===== config.mk =====
export PLATFORM = sky130hd
export DESIGN_NAME = fifo_rd_streamer_flat
export DESIGN_NICKNAME = d
export VERILOG_FILES = /design/src/rtl/fifo_rd_streamer_pkg.sv /design/src/rtl/fifo_rd_streamer_if.sv /design/src/rtl/fifo_rd_skid.sv /design/src/rtl/fifo_rd_streamer.sv /design/src/flat_wrapper.sv
export SDC_FILE = /design/constraint.sdc
export NUM_CORES = 1
export LEC_CHECK = 0
export BUFFER_PORTS_ARGS = -buffer_cell sky130_fd_sc_hd__buf_2
export CAP_MARGIN = 20
export CORE_MARGIN = 5
export CORE_UTILIZATION = 50
export DETAILED_ROUTE_END_ITERATION = 12
export GPL_TIMING_DRIVEN = 0
export PLACE_DENSITY = 0.8
export SYNTH_ARGS = -nofsm -noshare
export SYNTH_HDL_FRONTEND = slang
export SYNTH_HIERARCHICAL = 1
export SYNTH_SLANG_ARGS = --single-unit

===== constraint.sdc =====
create_clock -name i_clk -period 3.66 [get_ports i_clk]
set_input_delay 0.183 -clock i_clk [delete_from_list [all_inputs] [get_ports i_clk]]
set_output_delay 0.183 -clock i_clk [all_outputs]
set_load 0.01 [all_outputs]

===== src/rtl/fifo_rd_streamer_pkg.sv =====
// Shared definitions for the FIFO read-side streamer: FSM encoding, buffer sizing
// and the ceil-log2 helper.
package fifo_rd_streamer_pkg;

    typedef enum logic [1:0] {
        ST_IDLE = 2'd0,
        ST_RUN  = 2'd1,
        ST_STOP = 2'd2
    } state_t;

    function automatic int clogb2(input int value);
        int r;
        int v;
        r = 0;
        v = value - 1;
        while (v > 0) begin
            r = r + 1;
            v = v >> 1;
        end
        return r;
    endfunction

    // Occupancy counts 0..2, so it needs enough bits for three values.
    localparam int OCC_W = clogb2(3);

endpackage


===== src/rtl/fifo_rd_streamer_if.sv =====
// Signal bundle between the read-side streamer, the sample FIFO and the FIR input.
// Stream handshake: a sample transfers on a clock edge where o_valid & i_ready; once
// o_valid is raised, o_valid and o_data hold until that transfer happens.
interface fifo_rd_streamer_if
    import fifo_rd_streamer_pkg::*;
#(
    parameter int WIDTH = 16
);
    logic             i_enable;
    logic             i_fifo_empty;
    logic             o_fifo_rden;
    logic [WIDTH-1:0] i_fifo_rdata;
    logic             o_valid;
    logic             i_ready;
    logic [WIDTH-1:0] o_data;
    logic             o_busy;
    logic             o_last;
    state_t           dbg_state;
    logic [OCC_W-1:0] dbg_occ;

    modport slave (
        input  i_enable, i_fifo_empty, i_fifo_rdata, i_ready,
        output o_fifo_rden, o_valid, o_data, o_busy, o_last, dbg_state, dbg_occ
    );

    modport master (
        output i_enable, i_fifo_empty, i_fifo_rdata, i_ready,
        input  o_fifo_rden, o_valid, o_data, o_busy, o_last, dbg_state, dbg_occ
    );
endinterface


===== src/rtl/fifo_rd_skid.sv =====
// Two-entry skid buffer: head is the registered output sample, tail holds the second
// entry; samples leave in arrival order.
module fifo_rd_skid
    import fifo_rd_streamer_pkg::*;
#(
    parameter int WIDTH = 16
) (
    input  logic             clk,
    input  logic             rstn,
    input  logic             push,
    input  logic [WIDTH-1:0] push_data,
    input  logic             pop,
    output logic [OCC_W-1:0] occ,
    output logic [WIDTH-1:0] head
);
    logic [WIDTH-1:0] tail;
    logic             do_pop;

    assign do_pop = pop & (occ != '0);

    always_ff @(posedge clk or negedge rstn) begin
        if (!rstn) begin
            occ  <= '0;
            head <= '0;
            tail <= '0;
        end else begin
            case ({push, do_pop})
                2'b10: begin
                    if (occ == '0) head <= push_data;
                    else           tail <= push_data;
                    occ <= occ + OCC_W'(1);
                end
                2'b01: begin
                    head <= tail;
                    occ  <= occ - OCC_W'(1);
                end
                // Simultaneous push and pop: occupancy is unchanged, head advances.
                2'b11: begin
                    if (occ == OCC_W'(1)) begin
                        head <= push_data;
                    end else begin
                        head <= tail;
                        tail <= push_data;
                    end
                end
                default: ;
            endcase
        end
    end
endmodule


===== src/rtl/fifo_rd_streamer.sv =====
// Read-side FIFO controller: issues credit-limited read strobes, absorbs the 1-cycle
// read latency and streams samples out. FIFO_RD_LAST_EN adds the frame o_last flag.
module fifo_rd_streamer
    import fifo_rd_streamer_pkg::*;
#(
    parameter int WIDTH     = 16,
    parameter int FRAME_LEN = 64
) (
    input logic               i_clk,
    input logic               i_rstn,
    fifo_rd_streamer_if.slave bus
);
    state_t           state;
    logic             inflight;
    logic [OCC_W-1:0] occ;
    logic [OCC_W-1:0] credit;
    logic             pop;
    logic             rden;

    if (FRAME_LEN < 2) begin : g_frame_len_check
        $error("fifo_rd_streamer: FRAME_LEN must be >= 2");
    end

    assign pop    = bus.o_valid & bus.i_ready;
    assign credit = occ + OCC_W'(inflight);
    // A full credit window may still issue a read when a pop frees a slot this cycle.
    assign rden   = (state == ST_RUN) & ~bus.i_fifo_empty &
                    ((credit < OCC_W'(2)) | ((credit == OCC_W'(2)) & pop));

    assign bus.o_fifo_rden = rden;
    assign bus.o_valid     = (occ != '0);
    assign bus.o_busy      = (state != ST_IDLE) | inflight | (occ != '0);
    assign bus.dbg_state   = state;
    assign bus.dbg_occ     = occ;

    always_ff @(posedge i_clk or negedge i_rstn) begin
        if (!i_rstn) begin
            state    <= ST_IDLE;
            inflight <= 1'b0;
        end else begin
            inflight <= rden;
            case (state)
                ST_IDLE: if (bus.i_enable) state <= ST_RUN;
                ST_RUN:  if (!bus.i_enable) state <= ST_STOP;
                ST_STOP: begin
                    if (bus.i_enable)  state <= ST_RUN;
                    else if (!inflight) state <= ST_IDLE;
                end
                default: state <= ST_IDLE;
            endcase
        end
    end

    fifo_rd_skid #(.WIDTH(WIDTH)) u_skid (
        .clk       (i_clk),
        .rstn      (i_rstn),
        .push      (inflight),
        .push_data (bus.i_fifo_rdata),
        .pop       (pop),
        .occ       (occ),
        .head      (bus.o_data)
    );

`ifdef FIFO_RD_LAST_EN
    logic [15:0] cnt;

    always_ff @(posedge i_clk or negedge i_rstn) begin
        if (!i_rstn) begin
            cnt <= '0;
        end else if ((state == ST_IDLE) && bus.i_enable) begin
            cnt <= '0;
        end else if (pop) begin
            cnt <= (cnt == 16'(FRAME_LEN - 1)) ? 16'd0 : cnt + 16'd1;
        end
    end

    assign bus.o_last = bus.o_valid & (cnt == 16'(FRAME_LEN - 1));
`else
    assign bus.o_last = 1'b0;
`endif
endmodule


===== src/flat_wrapper.sv =====
// flat-port wrapper written by rule: the top's interface ports become plain ports
module fifo_rd_streamer_flat import fifo_rd_streamer_pkg::*;
#(
    parameter int WIDTH     = 16,
    parameter int FRAME_LEN = 64
)
  (i_clk, i_rstn, bus_i_enable, bus_i_fifo_empty, bus_i_fifo_rdata, bus_i_ready, bus_o_fifo_rden, bus_o_valid, bus_o_data, bus_o_busy, bus_o_last, bus_dbg_state, bus_dbg_occ);
  fifo_rd_streamer_if #(.WIDTH(WIDTH)) bus_i ();
  input logic i_clk;
  input logic i_rstn;
  input wire logic [$bits(bus_i.i_enable)-1:0] bus_i_enable;
  input wire logic [$bits(bus_i.i_fifo_empty)-1:0] bus_i_fifo_empty;
  input wire logic [$bits(bus_i.i_fifo_rdata)-1:0] bus_i_fifo_rdata;
  input wire logic [$bits(bus_i.i_ready)-1:0] bus_i_ready;
  output wire logic [$bits(bus_i.o_fifo_rden)-1:0] bus_o_fifo_rden;
  output wire logic [$bits(bus_i.o_valid)-1:0] bus_o_valid;
  output wire logic [$bits(bus_i.o_data)-1:0] bus_o_data;
  output wire logic [$bits(bus_i.o_busy)-1:0] bus_o_busy;
  output wire logic [$bits(bus_i.o_last)-1:0] bus_o_last;
  output wire logic [$bits(bus_i.dbg_state)-1:0] bus_dbg_state;
  output wire logic [$bits(bus_i.dbg_occ)-1:0] bus_dbg_occ;
  assign bus_i.i_enable = bus_i_enable;
  assign bus_i.i_fifo_empty = bus_i_fifo_empty;
  assign bus_i.i_fifo_rdata = bus_i_fifo_rdata;
  assign bus_i.i_ready = bus_i_ready;
  assign bus_o_fifo_rden = bus_i.o_fifo_rden;
  assign bus_o_valid = bus_i.o_valid;
  assign bus_o_data = bus_i.o_data;
  assign bus_o_busy = bus_i.o_busy;
  assign bus_o_last = bus_i.o_last;
  assign bus_dbg_state = bus_i.dbg_state;
  assign bus_dbg_occ = bus_i.dbg_occ;
  fifo_rd_streamer #(.WIDTH(WIDTH), .FRAME_LEN(FRAME_LEN)) u_core (.i_clk(i_clk), .i_rstn(i_rstn), .bus(bus_i));
endmodule

==> flow_summary.json <==
{
  "rsz0062_at_grt": "false",
  "grt_pass1_vias": 1462,
  "portBuffers": 43,
  "finClkSkew_ns": 0.00695,
  "htree_levels": 2,
  "p_per_area_nw_per_um2": 816,
  "hp-class": "input pin to flip-flop",
  "whs_path_depth": 2,
  "synth_edf_count": 0,
  "cts_inserted_buffers": 5,
  "avgRoutedWirePerCell_um": 14.9,
  "finalCritPeriodShare_pct": 66.8,
  "fp-row-count": 22,
  "num_vias": 1433,
  "num-fill-cells": 309,
  "antenna_found_initial": 0,
  "cts.sinks": 37,
  "hold_viol": 0,
  "yosys_warnings": 6,
  "seq_area_frac_synth_pct": 50.3,
  "ant_nets": 0,
  "cts.reportedPaths.clkPinSlew_ns": 0.07,
  "gp_congestion": 0.754,
  "grt_pass1_wl_mm": 6.74,
  "synth_top_area_share_pct": 50.3,
  "drt_iter0_drc": 122,
  "ys_ff_latch": 37,
  "nets": 247,
  "worstMarginPinSlew_ns": 0.817,
  "worstSetupStartpointType": "flip-flop",
  "dieArea_um2": 4990,
  "final_util_pct": 61.2,
  "fmax_ghz": 0.409,
  "synth_area_leaders": "dfrtp_1 (50%), mux2_4 (8.2%), a31oi_1 (5.4%), ha_1 (5.4%), o21ai_0 (4.6%)",
  "end_kind": "flip-flop",
  "place_inst": 258,
  "synth_commonest_cells": "dfrtp_1 (37), o21ai_0 (17), a31oi_1 (16), nand3_1 (16), nor2_1 (16)",
  "reg2reg_depth": 9,
  "grtUsageTotal_pct": 17.4,
  "overflow": 0,
  "io_pins": 45,
  "die_y_um": 70.7,
  "setup_viol": 0,
  "syn-num-nets": 196,
  "relSlewSlack_pct": 45.5,
  "clock_path_buffers": 2,
  "min_period_ns": 2.44,
  "area_growth_pct": 20.0,
  "status": "completed",
  "finalNonFillerCells": 267,
  "cts-root-buf": "clkbuf_8",
  "post_cts_buffers": 0,
  "drive_gt1_share_pct": 34.7,
  "crit_type": "flip-flop to flip-flop",
  "grt_max_degree": 38,
  "core_um2": 3610,
  "wl_mm": 3.97,
  "syn_inst": 167,
  "crit_arrival_ns": 2.61,
  "synth_most_common_cell": "dfrtp_1",
  "slew_violations": 0,
  "peakVddDrop_v": 0.000366,
  "pre_cts_ws_ns": 1.22,
  "start_util_pct": 51.0,
  "clkLatencyLatePin_ns": 0.29,
  "avgSynthCellArea_um2": 11.0,
  "antenna_cells": 0,
  "fin_ws_ns": 1.22,
  "synth_top_area_cell": "dfrtp_1",
  "cp_max_fo": 10,
  "setup_tns_ns": 0,
  "post-route-drc-count": 0,
  "cts_tree": "yes",
  "dr.pass1.iters": 4,
  "power_leakage_nw": 1.02,
  "async_flop_share_pct": 100,
  "holdWs_ns": 0.0444,
  "synth_cell_types": 35,
  "vias_per_cell": 5.37,
  "drv_cap": 0,
  "cp_data_required_time_ns": 3.83,
  "dp_hpwl_mm": 2.79,
  "synthFlopType": "dfrtp_1",
  "die_w_um": 70.7,
  "netlist_area_um2": 1840
}
[routing by layer]
metal	track usage, %	routed length, um	share of wire (%)	up-vias
li1	-	-	-	691
met1	19.9	1660	42	687
met2	29.5	2000	50	48
met3	6.11	255	6.4	7
met4	7.10	63	1.6	0
met5	0	0	0	-
[cells by family after synthesis]
group	share of synthesized area (%)
AND/OR/NAND/NOR	13.9
other	0.204
XOR/XNOR	0.476
buffers and inverters	4.76
AO/OA/AOI/OAI	12.5
multiplexers	12.4
flip-flops	50.3
adder cells (fa/ha/maj)	5.44
[area by class of cell]
class                           instances  area [um2]  share of cell area, %
Sequential cell                        37         926                   41.9
Tap cell                               48        60.1                   2.72
Buffer                                 10        68.8                   3.12
Multi-Input combinational cell        115         827                   37.5
Clock inverter                          2        10.0                  0.453
Clock buffer                            6        72.6                   3.29
Inverter                                5        18.8                  0.850
Timing Repair Buffer                   44         225                   10.2
[through the flow]
| step | total power [W] | instance area [um2] |
|---|---|---|
| after floorplan | 0.00128 | 1840 |
| after global placement | 0.00151 | 2120 |
| after detailed placement | 0.00154 | 2120 |
| after CTS | 0.00182 | 2210 |
| after global routing | 0.00194 | 2210 |
| final | 0.00180 | 2210 |
[flip-flops by register name (all words and copies together), names as in the netlist]
signal / count
u_core/u_skid/head: 16
u_core/u_skid/occ: 2
u_core/bus.dbg_state: 2
u_core/u_skid/tail: 16
u_core/inflight: 1
[worst max-delay path: stages (launching register included)]
cell and delay [ns]:
dfrtp_1 0.48, or2_4 0.28, and2_2 0.20, nor2b_1 0.17, ha_1 0.25, a22oi_1 0.18, o21a_1 0.16, buf_6 0.14
buf_12 0.15, mux2_4 0.30
[final timing paths]
path                       slack [ns]                                   to                              start
setup / recovery                 1.22    u_core/u_skid/tail[9]$_DFFE_PN0P_   u_core/u_skid/occ[0]$_DFFE_PN0P_
hold / removal                   0.04  u_core/bus.dbg_state[1]$_DFFE_PN0P_                       bus_i_enable
setup reg to reg                 1.22    u_core/u_skid/tail[9]$_DFFE_PN0P_   u_core/u_skid/occ[0]$_DFFE_PN0P_
hold reg to reg                  0.50    u_core/u_skid/tail[3]$_DFFE_PN0P_  u_core/u_skid/tail[3]$_DFFE_PN0P_
max in group asynchronous        2.61    u_core/u_skid/tail[9]$_DFFE_PN0P_                             i_rstn
min in group asynchronous        0.52     u_core/u_skid/occ[0]$_DFFE_PN0P_                             i_rstn
[layout by cell type (no fill, tap or decap), types with 2 or more instances in the layout]
master | Yosys | final
nand2b_1 | 2 | 2
inv_1 | 5 | 5
nor2_1 | 16 | 16
clkinv_2 | 0 | 2
nand3_1 | 16 | 16
clkbuf_1 | 3 | 4
nor2b_1 | 5 | 5
mux2_2 | 7 | 7
dfrtp_1 | 37 | 37
mux2_4 | 10 | 10
buf_2 | 2 | 45
o21ai_0 | 17 | 17
or2b_1 | 2 | 2
ha_1 | 8 | 8
clkbuf_8 | 0 | 5
a31oi_1 | 16 | 16
[power by group]
| part | total [W] | leakage, nW | internal, W | switching, W |
|---|---|---|---|---|
| clock network | 0.000270 | 0.0450 | 0.000132 | 0.000139 |
| logic | 0.000810 | 0.549 | 0.000401 | 0.000409 |
| registers | 0.000721 | 0.430 | 0.000606 | 0.000114 |
| total | 0.00180 | 1.02 | 0.00114 | 0.000662 |
[repair_timing]
action | in CTS | in global routing
hold buffers | 1 | 0
endpoints found under the hold margin | 10 | 0
gates resized for setup | 0 | 0
Power figures use the tool's default switching activity.
